===== config.mk =====
export PLATFORM = sky130hd
export DESIGN_NAME = int_seq
export DESIGN_NICKNAME = d
export VERILOG_FILES = /design/src/rtl/int_seq.sv
export SDC_FILE = /design/constraint.sdc
export NUM_CORES = 1
export LEC_CHECK = 0
export CORE_MARGIN = 2
export CORE_UTILIZATION = 31
export DETAILED_ROUTE_END_ITERATION = 7
export PLACE_DENSITY = 0.82
export REMOVE_ABC_BUFFERS = 1
export SYNTH_ARGS = -nofsm -noshare
export SYNTH_HDL_FRONTEND = slang
export SYNTH_SLANG_ARGS = --single-unit

===== constraint.sdc =====
create_clock -name clk2 -period 2.2 [get_ports clk2]
set_input_delay 0.22 -clock clk2 [delete_from_list [all_inputs] [get_ports clk2]]
set_output_delay 0.22 -clock clk2 [all_outputs]
set_load 0.005 [all_outputs]

===== src/rtl/int_seq.sv =====
// Interrupt/reset entry sequencer: pushes PCH, PCL, SR onto the page-1 stack, sets I, loads PC from the vector.
// Latency: 5 busy cycles per interrupt (PUSH_PCH..VEC_HI), 6 after reset including S_RST.
// Backpressure: RDY=0 freezes state and holds ADDR/RW/DO; all load enables and seq_done are forced low.
module int_seq #(
  parameter logic [15:0] VEC_NMI = 16'hFFFA,
  parameter logic [15:0] VEC_RST = 16'hFFFC,
  parameter logic [15:0] VEC_IRQ = 16'hFFFE
) (
  input  logic        clk2,
  input  logic        rst,
  input  logic        RDY,
  input  logic        instr_done,
  input  logic        brk_req,
  input  logic        irq_req,
  input  logic        nmi_req,
  input  logic [15:0] PC_CUR,
  input  logic [7:0]  SP_Q,
  input  logic [7:0]  SR_Q,
  input  logic [7:0]  DB_IN,
  output logic [15:0] ADDR,
  output logic [7:0]  DO,
  output logic        RW,
  output logic        SP_EN,
  output logic [7:0]  SP_D,
  output logic        SR_EN,
  output logic [7:0]  SR_D,
  output logic        PCL_LD,
  output logic        PCH_LD,
  output logic [7:0]  PC_D,
  output logic        busy,
  output logic        seq_done
);

  typedef enum logic [2:0] {
    S_RST, IDLE, PUSH_PCH, PUSH_PCL, PUSH_SR, VEC_LO, VEC_HI
  } state_t;

  typedef enum logic [1:0] {K_RST, K_NMI, K_IRQ, K_BRK} kind_t;

  state_t state;
  kind_t  kind;
  logic   nmi_lat;
  logic   nmi_prev;
  logic   nmi_edge;
  logic   take_nmi;
  logic [15:0] vec;
  logic   sp_en_raw, sr_en_raw, pcl_raw, pch_raw, done_raw;

  // The register-file data paths are fixed functions; only the enables are sequenced.
  assign SP_D = SP_Q - 8'd1;
  assign SR_D = SR_Q | 8'h04;
  assign PC_D = DB_IN;

  // NMI edge detect and the acceptance that consumes the latched request.
  assign nmi_edge = nmi_req & ~nmi_prev;
  assign take_nmi = RDY & (state == IDLE) & instr_done & nmi_lat;

  // Sequencer state, entry kind and NMI latch; a fresh NMI edge beats a coincident clear.
  always_ff @(posedge clk2 or posedge rst) begin
    if (rst) begin
      state    <= S_RST;
      kind     <= K_RST;
      nmi_lat  <= 1'b0;
      nmi_prev <= 1'b0;
    end else begin
      nmi_prev <= nmi_req;
      if (nmi_edge) begin
        nmi_lat <= 1'b1;
      end else if (take_nmi) begin
        nmi_lat <= 1'b0;
      end
      if (RDY) begin
        case (state)
          S_RST:    state <= PUSH_PCH;
          IDLE: begin
            if (instr_done) begin
              if (nmi_lat) begin
                kind  <= K_NMI;
                state <= PUSH_PCH;
              end else if (brk_req) begin
                kind  <= K_BRK;
                state <= PUSH_PCH;
              end else if (irq_req && !SR_Q[2]) begin
                kind  <= K_IRQ;
                state <= PUSH_PCH;
              end
            end
          end
          PUSH_PCH: state <= PUSH_PCL;
          PUSH_PCL: state <= PUSH_SR;
          PUSH_SR:  state <= VEC_LO;
          VEC_LO:   state <= VEC_HI;
          VEC_HI:   state <= IDLE;
          default:  state <= IDLE;
        endcase
      end
    end
  end

  // Bus and enable decode from state/kind; reset entry walks the stack without writing.
  always_comb begin
    vec       = (kind == K_NMI) ? VEC_NMI : (kind == K_RST) ? VEC_RST : VEC_IRQ;
    ADDR      = 16'h0000;
    DO        = 8'h00;
    RW        = 1'b1;
    busy      = 1'b1;
    sp_en_raw = 1'b0;
    sr_en_raw = 1'b0;
    pcl_raw   = 1'b0;
    pch_raw   = 1'b0;
    done_raw  = 1'b0;
    case (state)
      IDLE: busy = 1'b0;
      PUSH_PCH: begin
        ADDR      = {8'h01, SP_Q};
        DO        = PC_CUR[15:8];
        RW        = (kind == K_RST);
        sp_en_raw = 1'b1;
      end
      PUSH_PCL: begin
        ADDR      = {8'h01, SP_Q};
        DO        = PC_CUR[7:0];
        RW        = (kind == K_RST);
        sp_en_raw = 1'b1;
      end
      PUSH_SR: begin
        ADDR      = {8'h01, SP_Q};
        DO        = {SR_Q[7:6], 1'b1, (kind == K_BRK), SR_Q[3:0]};
        RW        = (kind == K_RST);
        sp_en_raw = 1'b1;
        sr_en_raw = 1'b1;
      end
      VEC_LO: begin
        ADDR    = vec;
        pcl_raw = 1'b1;
      end
      VEC_HI: begin
        ADDR     = vec + 16'd1;
        pch_raw  = 1'b1;
        done_raw = 1'b1;
      end
      default: ;
    endcase
  end

  // A stalled cycle must not commit anything to the register file.
  assign SP_EN    = sp_en_raw & RDY;
  assign SR_EN    = sr_en_raw & RDY;
  assign PCL_LD   = pcl_raw & RDY;
  assign PCH_LD   = pch_raw & RDY;
  assign seq_done = done_raw & RDY;

endmodule


# After elaboration in Yosys (flattened, before gate mapping)
# Cells that the tools add are included.
# word_totals
register_bits,7
word_cells,54
in_bits,47
output_inout_bits,55
# op_classes
bitwise_logic,9
eq_ne,10
n_addsub,2
muxes,20
reduce_logical,9
# ops
cell,count
$pmux 16 s3,1
$pmux 8 s3,1
$pmux 3 s6,1
$mux 3,5
$eq 3x3->1 const B,3
$and 1x1->1,8
$mux 1,8
$mux 2,4
$sub 8x1->8 const B,1
$eq 3x2->1 const B,2
$add 4x2->5 const B,1
$ne 4x3->1 const B,1
$reduce_and 4->1,1
$eq 3x1->1 const B,1
$logic_not 3->1,1
$reduce_and 3->1,1
$reduce_bool 3->1,1
$reduce_or 3->1,1
$eq 2x1->1 const B,1
$eq 2x2->1 const B,1
$logic_not 2->1,1
$ne 2x2->1 const B,1
$reduce_bool 2->1,1
$logic_and 1x1->1,1
other kinds (2),2

# Longest topological paths before layout
# logic_depth
depth_word,7
depth_mapped,5
depth_no_buf,5

# Worst setup path after synthesis
# Ideal clock, no wire load.
# synth_path
kind,register -> output
startpoint,reg state[1]
endpoint,out ADDR[10]
slack_ps,447
t_required_ps,1980
n_path_buf,3
path_stages_with_launch,6
arrival_ps,1533
cell_sequence,dfrtp_1 clkbuf_1 buf_2 nand2_1 a21boi_0 buf_4
# synth_via
elab_chain_cells,3
word_cells_on_any_way,7
cone_classes,5 x eq/ne; 1 x mux; 1 x reduce/logical
# synth_lines
element,line,rtl
start: declaration,40,state_t state;
start signal: assignment,61,state <= S_RST;
start signal: assignment,74,S_RST: state <= PUSH_PCH;
start signal: assignment,79,state <= PUSH_PCH;
$eq 3x3->1 / $eq 3x2->1 (equally long branches),112,case (state)
$reduce_or 3->1 (no source line),n/a,
$pmux 16 s3 (*),112,
end: declaration,20,"output logic [15:0] ADDR,"
# Mark *: on every way between the ends. The rest lies on a longest branch, timed or not.

# Worst setup path in the final report
# layout_path
startpoint,reg state[1]
endpoint,out ADDR[13]
# The elaborated chain is that of the path after synthesis.

==> out/metrics.cfg <==
[routing]
drc=0
drt-wirelength-per-cell_um=13.7
route.final.wire_length_um=3750
routed-via-count=1305
drtIter0Drc=40
drtPass1Iterations=4
viasPerCell=4.76
ant_nets=0

[floorplanning]
start_util_pct=32.4
coreArea_um2=3360
die_y_um=63.3
fp.dieArea_um2=4010
ioPinCount=102
die_w_um=63.3
rows=21

[yosys]
synth-edff-count=0
synth_area_leaders=dfrtp_1, buf_4, o21ai_0
synth_top_cell_area_share_pct=16.1
synthCells=152
seq_area_frac_synth_pct=16.1
synth-seq-cells=7
avgSynthCellArea_um2=7.18
yosysTopAreaCell=dfrtp_1
yosysUniqueCellTypes=38
syn_area_um2=1090
yosys_warnings=0
ys.flop_type=dfrtp_1
ys_async_sr_fraction_pct=100

[sta]
fin_hold_ws_ns=0.199
fin_skew_ns=0.00109
grt_setup_unrepaired=true
hold_viol=0
report.final.slew_viol_count=0
clock.fmax_mhz=465
fin_crit_sh_pct=97.7
tns_ns=0
period_needed_ns=2.15
setup_viol=0

[power]
irDropWorstVdd_v=0.000635
switching_share_pct=39.7
pwr-share-seq_pct=13.5
p_sw_mw=0.787
clkPwrFrac_pct=5.9
p_int_mw=1.19
p_leak_nw=0.854
p_per_area_nw_per_um2=1010
comb_power_share_pct=80.6

[worst_setup_path]
critical_path_arrival_ns=1.93
max_stage_delay_ns=0.50
endpoint_kind=output port
path_cells=buf_4 > nand2b_1 > a21boi_2 > buf_6 > clkdlybuf4s50_1
critPathBufInv=3
path_class=reg2out
critPathTopFamily=buffers and inverters
crit_path_top_delay_cell=clkdlybuf4s50_1
cp_max_fo=7
reg2reg_slack_ns=0.72
timing.rr.start=state[0]
cp.required_ns=1.98
start_kind=flip-flop
startpoint=state[1]

[cts]
cts_tree=yes
cts_max_path_buffers=2
cts_sinks=7
hold_buffers=0
cts_made_buffers=3
clockRootBuffer=clkbuf_4
clkSlewWorstSetupHoldPaths_ns=0.05
clock_latency_ns=0.25
htreeDepth=1

[outcome]
status=completed

[layout]
final_cell_mix=clkdlybuf4s50_1, buf_4, o21ai_0, nand2_1, inv_1
layout_commonest_cell=clkdlybuf4s50_1
drive_gt1_share_pct=16.2
nets=277
fin_area_um2=1970
antenna_cells=0
num-fill-cells=355
area_delta_synth_final_pct=80.5

[run]
maxCapViolCount=0

[placement]
place_hpwl_um=3070
numPortBuffers=80
place_area_um2=1890
routabilityCongestion=0.813

[min_path]
hp-class=in2async

[grt]
grt_pass1_vias=1307
grt_pass1_wl_um=6220
grt_max_degree=20
grt_usage_pct=19.2
antenna_found_initial=0
grt-ovfl-total=0

[cell usage after synthesis, drive strengths merged (2+ instances only)]
cell,number
clkbuf,4
o2bb2ai,3
inv,11
xor2,4
o22ai,4
buf,27
nand2b,3
mux2i,8
dfrtp,7
a22o,3
nand3,3
nor2b,6
or4,2
nor2,11
o21ai,19
nand2,11
nand3b,2
a21oi,7
[power by group through the flow]
stage / combinational [mW] / clock, mW / sequential [mW]
2_1_floorplan: 0.554 / 0 / 0.324
3_3_place_gp: 1.52 / 0 / 0.251
3_5_place_dp: 1.55 / 0 / 0.255
4_1_cts: 1.57 / 0.121 / 0.253
5_1_grt: 1.75 / 0.134 / 0.277
6_report: 1.60 / 0.117 / 0.268
[registers in the layout, indices dropped and copies added, names as in the netlist]
register  flops
nmi_lat       1
kind          2
state         3
nmi_prev      1
[metal layers]
| layer | track usage, % | share of wire (%) | up-vias |
|---|---|---|---|
| li1 | - | - | 667 |
| met1 | 21.7 | 40 | 579 |
| met2 | 32.2 | 48 | 57 |
| met3 | 10.2 | 11 | 2 |
| met4 | 3.53 | 0.83 | 0 |
| met5 | 0 | 0 | - |
[path summary, 6_finish.rpt]
kind	endpoint	cells past startpoint
setup / recovery	ADDR[13]	5
hold / removal	nmi_prev	2
max in group asynchronous	state[1]	2
min in group clk2	nmi_prev	1
hold reg to reg	nmi_lat	2
setup reg to reg	nmi_lat	5
[logic make-up after synthesis]
group | Yosys count | synth area share [%]
AND/OR/NAND/NOR | 43 | 21.9
flip-flops | 7 | 16.1
XOR/XNOR | 5 | 4.01
buffers and inverters | 42 | 22.7
adder cells (fa/ha/maj) | 1 | 1.15
AO/OA/AOI/OAI | 44 | 25.5
multiplexers | 9 | 8.37
other | 1 | 0.344
[timing repair]
item,CTS,global route
gates resized for setup,10,7
pin swaps,2,1
buffers inserted,0,3
hold endpoints to repair,0,0
cloned,0,0
setup endpoints to repair,11,20
[per-stage QoR]
stage	instances	total power, mW	util (%)	worst slack, ns
after floorplan	121	0.878	-	0.227
after global placement	267	1.77	56.3	-0.131
after detailed placement	267	1.81	56.3	-0.137
after CTS	271	1.94	57.3	0.0320
after global routing	274	2.16	58.6	-0.0408
final	274	1.98	58.6	0.0515
[layout make-up]
type	instances	area, µm²	share of cell area [%]
Tap cell	46	57.6	2.92
Timing Repair Buffer	103	976	49.6
Sequential cell	7	176	8.96
Inverter	11	41.3	2.10
Multi-Input combinational cell	103	692	35.1
Clock buffer	4	26.3	1.33
Note: power is estimated with default switching activity, not from simulation.
==> patch 1 (config.mk and constraints unchanged) <==
Re-encode `state_t` (7 states) as Gray code, 3 bits wide.
--- a/src/rtl/int_seq.sv
+++ b/src/rtl/int_seq.sv
@@ -32,7 +32,7 @@
 );
 
   typedef enum logic [2:0] {
-    S_RST, IDLE, PUSH_PCH, PUSH_PCL, PUSH_SR, VEC_LO, VEC_HI
+    S_RST = 3'b000, IDLE = 3'b001, PUSH_PCH = 3'b011, PUSH_PCL = 3'b010, PUSH_SR = 3'b110, VEC_LO = 3'b111, VEC_HI = 3'b101
   } state_t;
 
   typedef enum logic [1:0] {K_RST, K_NMI, K_IRQ, K_BRK} kind_t;
Formal check against the unedited RTL: same outputs for any inputs over 10 cycles, from zero or initial values and one cycle with rst high; not proved beyond that.
==> patch 1 against the unedited design <==
- synthesized cell count decreased by 12%
- highest routed layer unchanged
- first-iteration DRC count is 2.5% lower
- sequential power fell by 4%
- sequential cell count did not move
- design area shrank 11%
- power shrank 19%
- hold slack improved by 0.0072 ns
- largest cell class unchanged
- setup slack improved by 0.036 ns
- synthesized area decreased by 12%
- wire length fell by 19%
- maximum frequency increased by 1.7%
- register-to-register slack improved by 0.13 ns
==> patch 1: results (changes against the unedited design) <==
vdd_drop_max_mv: 0.487  # -23%
final-seq-area_um2: 178  # +0.71%
reg2regPathDepth: 4  # -1
clock_buffers_and_inverters_area_share_pct: 1.49  # +0.16 points
fillers: 271  # -24%
route.layer.met1.wl_um: 1200  # -20%
synth.yosys.seq_area_share_pct: 18.3  # +2.2 points
dp_hpwl_um: 2350  # -23%
postSynthAreaPerCell_um2: 7.15  # -0.36%
crit_path_max_fanout: 10  # +3
gp_congestion: 0.750  # -7.7%
share_clk_of_total_power_pct: 7.2  # +1.3 points
via_count_of_the_first_global_routing_pass: 1019  # -22%
routed_wirelength_um: 3020  # -19%
post_cts.resized_instances: 3  # -7
signal_buffer_area_fraction_pct: 52.0  # +2.4 points
multi_input_gates: 85  # -17%
num-nets-final: 251  # -9.4%
synth_commonest_cells: "sky130_fd_sc_hd__buf_4 (23), sky130_fd_sc_hd__nand2_1 (17), sky130_fd_sc_hd__nor2_1 (13)"
worst_ep_arrival_time_ns: 1.89  # -0.04 ns
fin_worst_skew_ns: 0.000707  # -0.000387 ns
global_route.usage.met1_pct: 18.6  # -3.1 points
dr_total_vias: 1130  # -13%
placedInstanceArea_um2: 1690  # -11%
post_cts.repair.setup_buffers: 1  # +1
pwr.group.sequential_uw: 258  # -4%
met2_layer_usage_reported_by_global_route_pct: 28.1  # -4.1 points
finalCoreUtilization_pct: 58.6  # +0.069 points
drive_gt1_share_pct: 18.3  # +2.1 points
multiInputGateArea_um2: 556  # -20%
post-place-cells: 228  # -15%
critical_path.reg2reg.endpoint: "kind[1]$_DFFE_PP0P_"
grt_use_total_pct: 16.1  # -3.1 points
met3RoutedLength_um: 308  # -25%
seq_power_share_pct: 16.0  # +2.5 points
outcome: "completed"
rrSetupSlack_ns: 0.85  # +0.13 ns
cellLeakagePower_nw: 0.760  # -11%
drt-vias-per-instance: 4.81  # +0.96%
grt_use_met3_pct: 3.93  # -6.2 points
largest_net_degree_at_the_start_of_global_routing: 14  # -30%
met2_wirelength_um: 1500  # -17%
critical-path-max-stage-delay_ns: 0.45  # -0.05 ns
non_clock_buffer_instance_count_of_the_final_layout: 95  # -7.8%
synthDistinctLibCells: 33  # -13%
fin_worst_hold_slack_ns: 0.206  # +0.00724 ns
net_switching_share_of_the_total_power_pct: 37.8  # -1.9 points
-- patch 1: changes by cell type in the layout (fill, tap and decap cells not counted), sizes merged, moves of 3 or more --
cell           unedited run  this run
nand2                    11        17
nand2b                    3         0
clkdlybuf4s50            73        78
mux2                      1         6
o22ai                     4         0
a22oi                     0         6
o21ai                    19         6
dlygate4sd2               5         1
buf                      23        15
mux2i                     8         1
nor2b                     6         3
-- patch 1: how the worst max path moves through the flow --
stage | to | depth (start not counted)
3_5_place_dp | SP_D[7] | 5
4_1_cts | DO[1] | 5
5_1_grt | DO[7] | 5
6_report | DO[7] | 5
2_1_floorplan | RW | 3
3_3_place_gp | SP_D[7] | 5
-- patch 1: cell families after synthesis --
group,Yosys count,synth area share [%]
compound gates,24,16.3
xor+xnor,6,5.48
fa+ha+maj,1,1.31
buf+inv,42,25.7
flops,7,18.3
mux,7,8.09
other cells,1,0.391
simple gates,46,24.4
==> patch 2 (same settings) <==
Made on the original files. `VEC_RST`: 16'hFFFC -> 16'h7FFE.
--- a/src/rtl/int_seq.sv
+++ b/src/rtl/int_seq.sv
@@ -3,7 +3,7 @@
 // Backpressure: RDY=0 freezes state and holds ADDR/RW/DO; all load enables and seq_done are forced low.
 module int_seq #(
   parameter logic [15:0] VEC_NMI = 16'hFFFA,
-  parameter logic [15:0] VEC_RST = 16'hFFFC,
+  parameter logic [15:0] VEC_RST = 16'h7FFE,
   parameter logic [15:0] VEC_IRQ = 16'hFFFE
 ) (
   input  logic        clk2,
Behaviour: not the same (Yosys sat finds a counterexample within 10 cycles, from zero or initial values and one cycle with rst high).
==> patch 2 against the unedited design <==
- clock skew is 0.0012 ns higher
- first-iteration DRC count rose by 90%
- synthesized area fell by 3.1%
- design area down 2.4%
- wire length down 6.9%
- sequential power rose by 9.7%
- setup slack improved by 0.019 ns
- global-route usage decreased by 1.7 points
- power is 1.6% higher
- sequential share of layout area rose by 0.35 points
- sequential cell count is the same
- largest cell class unchanged
==> patch 2: results (changes against the unedited design) <==
critical-path-max-stage-delay_ns: 0.49
top_regs: "state x3, kind x2"
antenna_violations_before_repair: 0  # unchanged
min-delay-path-class: "input pin to asynchronous set/reset pin"
cell_internal_power_mw: 1.22  # +2.1%
critPathSlowestCell: "sky130_fd_sc_hd__dfrtp_2"
grt_use_total_pct: 17.5  # -1.7 points
top_cells_by_area_synth: "sky130_fd_sc_hd__dfrtp_1 (17%), sky130_fd_sc_hd__buf_4 (16%), sky130_fd_sc_hd__mux2i_1 (8.5%)"
outcome: "completed"
vdd_drop_max_mv: 0.692  # +8.9%
synth.yosys.seq_area_share_pct: 16.6  # +0.51 points
postSynthAreaPerCell_um2: 7.10  # -1.1%
largest_net_degree_at_the_start_of_global_routing: 16  # -20%
synthDistinctLibCells: 39  # +2.6%
clk_latency_ns: 0.25  # about the same
setup.worst_path.start: "state[1]$_DFFE_PP0P_"
synth_top_flop_cell: "sky130_fd_sc_hd__dfrtp_1"
critPathTopFamily: "buffers and inverters"
fillers: 317  # -11%
placedInstanceArea_um2: 1840  # -2.9%
detail-route-antenna-nets: 0  # unchanged
post-place-cells: 261  # -2.2%
clkSlewWorstSetupHoldPaths_ns: 0.05  # about the same
synth_commonest_cells: "sky130_fd_sc_hd__buf_4 (23), sky130_fd_sc_hd__o21ai_0 (18), sky130_fd_sc_hd__nand2_1 (11)"
dp_hpwl_um: 2720  # -11%
cellLeakagePower_nw: 0.813  # -4.7%
gp_congestion: 0.780  # -4.0%
via_count_of_the_first_global_routing_pass: 1231  # -5.8%
routedWlPerCell_um: 12.9  # -5.5%
crit_path_max_fanout: 9  # +2
drive_gt1_share_pct: 15.6  # -0.60 points
critical_path.reg2reg.endpoint: "nmi_lat$_DFFE_PP0P_"
wire_length_of_the_first_global_routing_pass_um: 5570  # -11%
detail_route.first_pass.iterations: 6  # +2
rrSetupSlack_ns: 0.48  # -0.24 ns
drt_first_iter_violations: 76  # +90%
tritoncts.num_buffers: 3  # unchanged
reg2regPathDepth: 4  # -1
fin_worst_hold_slack_ns: 0.190  # -0.00864 ns
cts-root-buf: "sky130_fd_sc_hd__clkbuf_4"
synth-warning-count: 0  # unchanged
port-buffer-count: 80  # unchanged
cts.htree.levels: 1  # unchanged
synth-async-reset-ratio_pct: 100  # unchanged
fin_worst_skew_ns: 0.00227  # +0.00118 ns
worst_ep_arrival_time_ns: 1.91  # -0.02 ns
post_layout_nonfiller_instances: 270  # -1.5%
antenna_cells_inserted: 0  # unchanged
clockBufferDepth: 2  # unchanged
dr_total_vias: 1348  # +3.3%
timing.critical_path.to: "busy"
## patch 2: changes by cell type in the layout (fill, tap and decap cells not counted), sizes merged, moves of 2 or more
cell	change
o2bb2ai	-3
nor2b	-4
nor3	+2
inv	-2
a22o	-2
nand3b	-2
## patch 2: metrics by stage
| stage | utilization (%) | setup WS [ns] |
|---|---|---|
| after floorplan | - | 0.383 |
| after CTS | 56.6 | 0.0227 |
| final | 58.1 | 0.0706 |
| after global placement | 55.5 | -0.0996 |
| after detailed placement | 55.5 | -0.125 |
| after global routing | 58.1 | -0.0397 |
## patch 2: layout make-up
cell class / instances / area share, %
repair buffers: 102 / 50.0
inverters: 10 / 2.15
flip-flops and latches: 7 / 9.30
multi-input cells: 101 / 34.2
clock buffers: 4 / 1.37
well taps: 46 / 2.99
## patch 2: kinds of logic (layout without fill, tap and decap cells)
family          after synthesis  in the layout  share of synthesized area, %
xor+xnor                      6              6                          4.97
other cells                   1              1                         0.355
mux                          10             10                          9.59
simple gates                 39             39                          19.2
compound gates               44             44                          25.2
flops                         7              7                          16.6
fa+ha+maj                     1              1                          1.18
buf+inv                      41            116                          23.0
## patch 2: power by group through the flow
stage          Clock, mW  Combinational [mW]  Sequential [mW]
2_1_floorplan          0               0.559            0.321
4_1_cts            0.120                1.52            0.293
3_3_place_gp           0                1.49            0.290
5_1_grt            0.128                1.73            0.308
6_report           0.117                1.60            0.294
3_5_place_dp           0                1.51            0.293
## patch 2: routing by layer
metal	vias to the layer above	wire [um]	track usage (%)
li1	645	-	-
met2	84	1690	29.3
met3	4	298	4.86
met5	-	0	0
met4	0	50	7.22
met1	615	1450	21.0
## patch 2: what timing repair did
item,in CTS,in global routing
gates resized for setup,9,5
endpoints found under the setup margin,8,24
pin swaps,3,2
buffers inserted,0,5
gates cloned,0,0
